===== src/rtl/filter_pixel_sink.sv =====
// filter_pixel_sink
//   Captures the filtered pixel stream (rd strobe + cl_pixel) into a small
//   FIFO. The FIFO is first-word-fall-through and feeds the image writer
//   over a valid/ready interface. The block also tracks the pixel index
//   within the frame, flags the last pixel of each frame, counts completed
//   frames, and keeps a sticky overflow flag for pixels dropped on a full
//   buffer.
//
//   Optional feature (macro PIXEL_SINK_CHECKSUM_EN):
//     Builds a per-frame 24-bit additive checksum of popped pixels. When the
//     macro is not defined, checksum is tied to 0.
//
// Ports
//   clk, rst_n      clock (rising edge), asynchronous active-low reset
//   en, rd          capture enable and filter output strobe
//   cl_pixel        filtered pixel, valid when rd=1
//   out_valid/ready pop handshake; out_pixel is the head of the FIFO
//   out_last        head pixel is the last pixel of its frame
//   frame_done      one-cycle pulse after the last pixel of a frame is popped
//   frame_cnt       number of completed frames (wraps)
//   pix_cnt         index of the head pixel within the current frame
//   overflow        sticky; a pixel was dropped
//   checksum        checksum of the last completed frame
module filter_pixel_sink #(
  parameter int DEPTH        = 16,
  parameter int FRAME_PIXELS = 74304,
  parameter int CW           = $clog2(FRAME_PIXELS)
) (
  input  logic          clk,
  input  logic          rst_n,
  input  logic          en,
  input  logic          rd,
  input  logic [7:0]    cl_pixel,
  output logic          out_valid,
  input  logic          out_ready,
  output logic [7:0]    out_pixel,
  output logic          out_last,
  output logic          frame_done,
  output logic [15:0]   frame_cnt,
  output logic [CW-1:0] pix_cnt,
  output logic          overflow,
  output logic [23:0]   checksum
);

  localparam int            AW       = $clog2(DEPTH);
  localparam logic [AW:0]   FULL_OCC = (AW+1)'(DEPTH);
  localparam logic [CW-1:0] LAST_PIX = CW'(FRAME_PIXELS - 1);

  logic [7:0]    mem [DEPTH];
  logic [AW-1:0] wr_ptr, rd_ptr;
  logic [AW:0]   occ;
  logic          full, push, drop, pop, last_pop;

  // A pop in the same cycle never makes room for a push into a full FIFO.
  assign full     = (occ == FULL_OCC);
  assign push     = en && rd && !full;
  assign drop     = en && rd && full;
  assign out_valid = (occ != '0);
  assign pop      = out_valid && out_ready;
  assign out_pixel = mem[rd_ptr];
  assign out_last = out_valid && (pix_cnt == LAST_PIX);
  assign last_pop = pop && (pix_cnt == LAST_PIX);

  // Storage carries no reset; contents are don't-care until occupancy covers them.
  always_ff @(posedge clk) begin
    if (push) mem[wr_ptr] <= cl_pixel;
  end

  always_ff @(posedge clk or negedge rst_n) begin
    if (!rst_n) begin
      wr_ptr   <= '0;
      rd_ptr   <= '0;
      occ      <= '0;
      overflow <= 1'b0;
    end else begin
      if (push) wr_ptr <= wr_ptr + 1'b1;
      if (pop)  rd_ptr <= rd_ptr + 1'b1;
      if (push && !pop)      occ <= occ + 1'b1;
      else if (!push && pop) occ <= occ - 1'b1;
      if (drop) overflow <= 1'b1;
    end
  end

  // Frame position tracks pops only; it is independent of en.
  always_ff @(posedge clk or negedge rst_n) begin
    if (!rst_n) begin
      pix_cnt    <= '0;
      frame_done <= 1'b0;
      frame_cnt  <= '0;
    end else begin
      frame_done <= last_pop;
      if (pop) pix_cnt <= last_pop ? '0 : pix_cnt + 1'b1;
      if (last_pop) frame_cnt <= frame_cnt + 1'b1;
    end
  end

`ifdef PIXEL_SINK_CHECKSUM_EN
  logic [23:0] acc, cks_q;

  always_ff @(posedge clk or negedge rst_n) begin
    if (!rst_n) begin
      acc   <= '0;
      cks_q <= '0;
    end else if (pop) begin
      if (last_pop) begin
        cks_q <= acc + {16'h0, out_pixel};
        acc   <= '0;
      end else begin
        acc   <= acc + {16'h0, out_pixel};
      end
    end
  end

  assign checksum = cks_q;
`else
  assign checksum = '0;
`endif

endmodule


===== config.mk =====
export PLATFORM = sky130hd
export DESIGN_NAME = filter_pixel_sink
export DESIGN_NICKNAME = d
export VERILOG_FILES = /design/src/rtl/filter_pixel_sink.sv
export SDC_FILE = /design/constraint.sdc
export NUM_CORES = 1
export LEC_CHECK = 0
export CAP_MARGIN = 10
export CORE_ASPECT_RATIO = 0.9
export CORE_UTILIZATION = 40
export DETAILED_ROUTE_END_ITERATION = 10
export HOLD_SLACK_MARGIN = 0.02
export PLACE_DENSITY = 0.62
export REMOVE_ABC_BUFFERS = 1
export SYNTH_ARGS = -nofsm -noshare
export SYNTH_HDL_FRONTEND = slang
export SYNTH_SLANG_ARGS = --single-unit

===== constraint.sdc =====
create_clock -name clk -period 3.75 [get_ports clk]
set_input_delay 0.375 -clock clk [delete_from_list [all_inputs] [get_ports clk]]
set_output_delay 0.375 -clock clk [all_outputs]
set_load 0.03 [all_outputs]

==> results.md <==
- Outcome: finished, final reports clean
- Vias in the first global route: 3907
- CP Data Arrival Time: 2.91 ns
- Post-DRT Antenna Nets: 0
- Mapped Avg Cell Area: 17.1 sq um
- Post-Syn Area: 7640 sq um
- Sequential power share: 41.8%
- Logic pwr share: 29.4%
- Clock network fraction of total power: 28.9%
- P_leak: 3.22 nW
- Initial Util: 41.2%
- Pint: 4.12 mW
- Total negative slack: 0 ns
- Die Span Y: 133 um
- Fin crit share: 87.5%
- Min Tclk post-route: 3.28 ns
- H-tree levels: 4
- Main combinational cell family by area after synthesis: multiplexers
- Core area: 18500 sq um
- Kind of critical path: reg -> out
- Worst-case vdd ir drop: 351 uV
- DR vias: 3917
- Initial antenna violation count: 0
- Max Cap Viol: 0
- Max clock buf depth: 2
- Ports: 82
- Final nets: 539
- Via/cell ratio: 5.07
- Worst EP required: 3.38 ns
- Top FF cell, synth: edfxtp_1
- Clk slew on worst S/H paths: 0.06 ns
- Drt first pass iters: 5
- PostCTS Resize Cnt: 0
- DP Area: 8400 sq um
- Tot Pwr: 6.00 mW
- Fin. max-slew vios: 0
- DRT Wirelength: 14.0 mm
- Hold Path Class: in -> async
- CP Launch Type: flip-flop
- Crit path largest cell delay: 0.73 ns
- CP endpoint kind: primary output
- Post-DP HPWL: 9.79 mm
- Finish-stage setup viols: 0
- Synth top area share: 50.3%
- Diode count: 0
- WL/cell: 18.1 um
- Die W: 148 um
- Number of synthesized register bits: 176
- Setup Fix Bufs, Post-CTS: 0
- Top-count cell post-synth: edfxtp_1
- Critical Path Fanout Max: 23
- Clk sink count: 176
- Met1 wire length: 6.66 mm
- Die Footprint: 19700 sq um
- RePlAce Congestion: 0.796
- Adder-Cell Fraction of Synth Area: 2.06%
- Design area: 8980 sq um
- Xor/xnor share of the synthesized area: 4.24%
- Synth Warn #: 0
- Pin count of the biggest net entering global routing: 49
- CTS tree: yes
- Area leader, netlist: edfxtp_1
- Relative max-transition margin: 38.3%
- Met3 wire len: 534 um
- CP bufs+invs: 2
- RSZ-0062 raised after global routing: false
- Critical-path cell list: buf_12, mux4_1, mux4_2, clkdlybuf4s50_1
- Worst Tran Pin Value: 0.922 ns
- Area Growth Syn to Fin: 17.6%
- Share of cells above drive strength 1: 11.8%
- Switching share of total power: 31.4%
- Hold-fix buffers, CTS: 0
- Distinct cell type count after synthesis: 48
- Layout fillers: 1550
- Net switching power: 1.89 mW
- Ys async rst share: 27.3%
- Hold slack: 0.0451 ns
- CTS Buf Count: 17
- CP top delay family: buffers and inverters
- Residual DRC: 0
- DR top layer: met4
- PortBufs: 57
- F_max: 305 MHz
- Syn Inst Count: 446
- Simple-gate share of the synthesized area: 8.11%
- Slowest CP cell: dfrtp_1
- # rows: 47
- Sequential share of the synthesized area: 66.0%
- Power Dens Cells: 668 nW/um^2
- Commonest cells post-synth: 128 x edfxtp_1, 48 x dfrtp_1, 31 x xnor2_1
- Mux share of post-synthesis cell area: 13.6%
- GR Overflow Total: 0
- Clock Latency Late Sink: 0.43 ns
- Compound-Gate Fraction of Synth Area: 1.98%
- Top post-synthesis cells by area: edfxtp_1 50%, dfrtp_1 16%, mux4_1 10%
- Number of synthesized flops with an enable pin: 128
- Gr usage total: 15.2%
- Fin Clk Skew: 0.0127 ns
- Met2 wire length: 6.64 mm
- Global-route wire length before repair: 22.1 mm
- Fin. Hold Viols: 0
- Root buf cell: clkbuf_16
- First DRT Iteration DRCs: 312
area by class of cell:
type | count | area [sq um] | share of cell area [%]
inverter | 8 | 30.0 | 0.334
multi-input combinational | 246 | 2380 | 26.5
clock inverter | 14 | 155 | 1.73
tap | 245 | 307 | 3.41
timing repair buffer | 65 | 638 | 7.10
clock buffer | 18 | 429 | 4.78
sequential | 176 | 5040 | 56.2
placed cells by master, fill, tap and decap left out, types with 4 or more instances in the layout:
cell | Yosys | layout
xnor2_1 | 31 | 31
nor2_1 | 22 | 22
edfxtp_1 | 128 | 128
inv_1 | 7 | 7
dfrtp_1 | 48 | 48
o21ai_0 | 10 | 10
clkdlybuf4s50_1 | 0 | 56
nor3_1 | 7 | 7
clkinv_4 | 0 | 4
mux4_1 | 30 | 30
nand4_1 | 13 | 13
xor2_1 | 6 | 6
clkbuf_16 | 0 | 17
nand2_1 | 28 | 28
buf_4 | 24 | 7
nand3_1 | 13 | 13
mux4_2 | 10 | 10
and3_1 | 4 | 4
conb_1 | 1 | 24
ha_1 | 11 | 11
kinds of logic after synthesis:
kind of cell | Yosys count
flops | 176
simple gates | 109
buf+inv | 47
mux | 42
xor+xnor | 37
compound gates | 22
fa+ha+maj | 12
other cells | 1
worst reg2reg max path, delay by kind of cell (launching register included):
kind                     cells  cell delay, ns
AND/OR/NAND/NOR              2            0.52
adder cells (fa/ha/maj)      2            0.65
AO/OA/AOI/OAI                3            0.53
flip-flops                   1            0.46
XOR/XNOR                     2            0.26
buffers and inverters        2            0.34
power groups by stage:
stage               clock network, mW  registers [mW]  logic [mW]
finish                           1.73            2.51        1.76
global route                     1.84            2.54        1.88
CTS                              1.77            2.51        1.78
detailed placement                  0            2.55        1.77
global placement                    0            2.54        1.74
floorplan                           0            2.64        1.05
worst paths after layout:
kind                                       startpoint                endpoint  slack, ns  depth (start not counted)
worst max-delay path            rd_ptr[1]$_DFFE_PN0P_            out_pixel[1]       0.47                          4
worst min-delay path                            rst_n  pix_cnt[8]$_DFFE_PN0P_       0.05                          2
worst max register to register     occ[0]$_DFFE_PN0P_      occ[4]$_DFFE_PN0P_       0.87                         11
worst min register to register   overflow$_DFFE_PN0P_    overflow$_DFFE_PN0P_       0.47                          1
max in group asynchronous                       rst_n   wr_ptr[0]$_DFFE_PN0P_       3.27                          2
min in group clk                 overflow$_DFFE_PN0P_    overflow$_DFFE_PN0P_       0.47                          1
layer usage:
| layer | vias to the layer above | track usage (%) |
|---|---|---|
| met4 | 0 | 5.73 |
| met5 | - | 0 |
| met2 | 92 | 22.3 |
| met3 | 9 | 3.60 |
| li1 | 1829 | - |
| met1 | 1987 | 21.9 |
sequential cells by signal, indices dropped and copies added (netlist names):
signal / count
mem: 128
pix_cnt: 17
frame_cnt: 16
occ: 5
rd_ptr: 4
wr_ptr: 4
frame_done: 1
overflow: 1
metrics by stage:
stage | utilization (%) | instances | worst slack, ns
after global routing | 48.5 | 772 | 0.357
after CTS | 48.5 | 772 | 0.406
after detailed placement | 45.3 | 740 | 0.837
after global placement | 45.3 | 740 | 0.889
after floorplan | - | 430 | 0.993
final | 48.5 | 772 | 0.468
No activity file was read; power rests on OpenSTA's default activity.
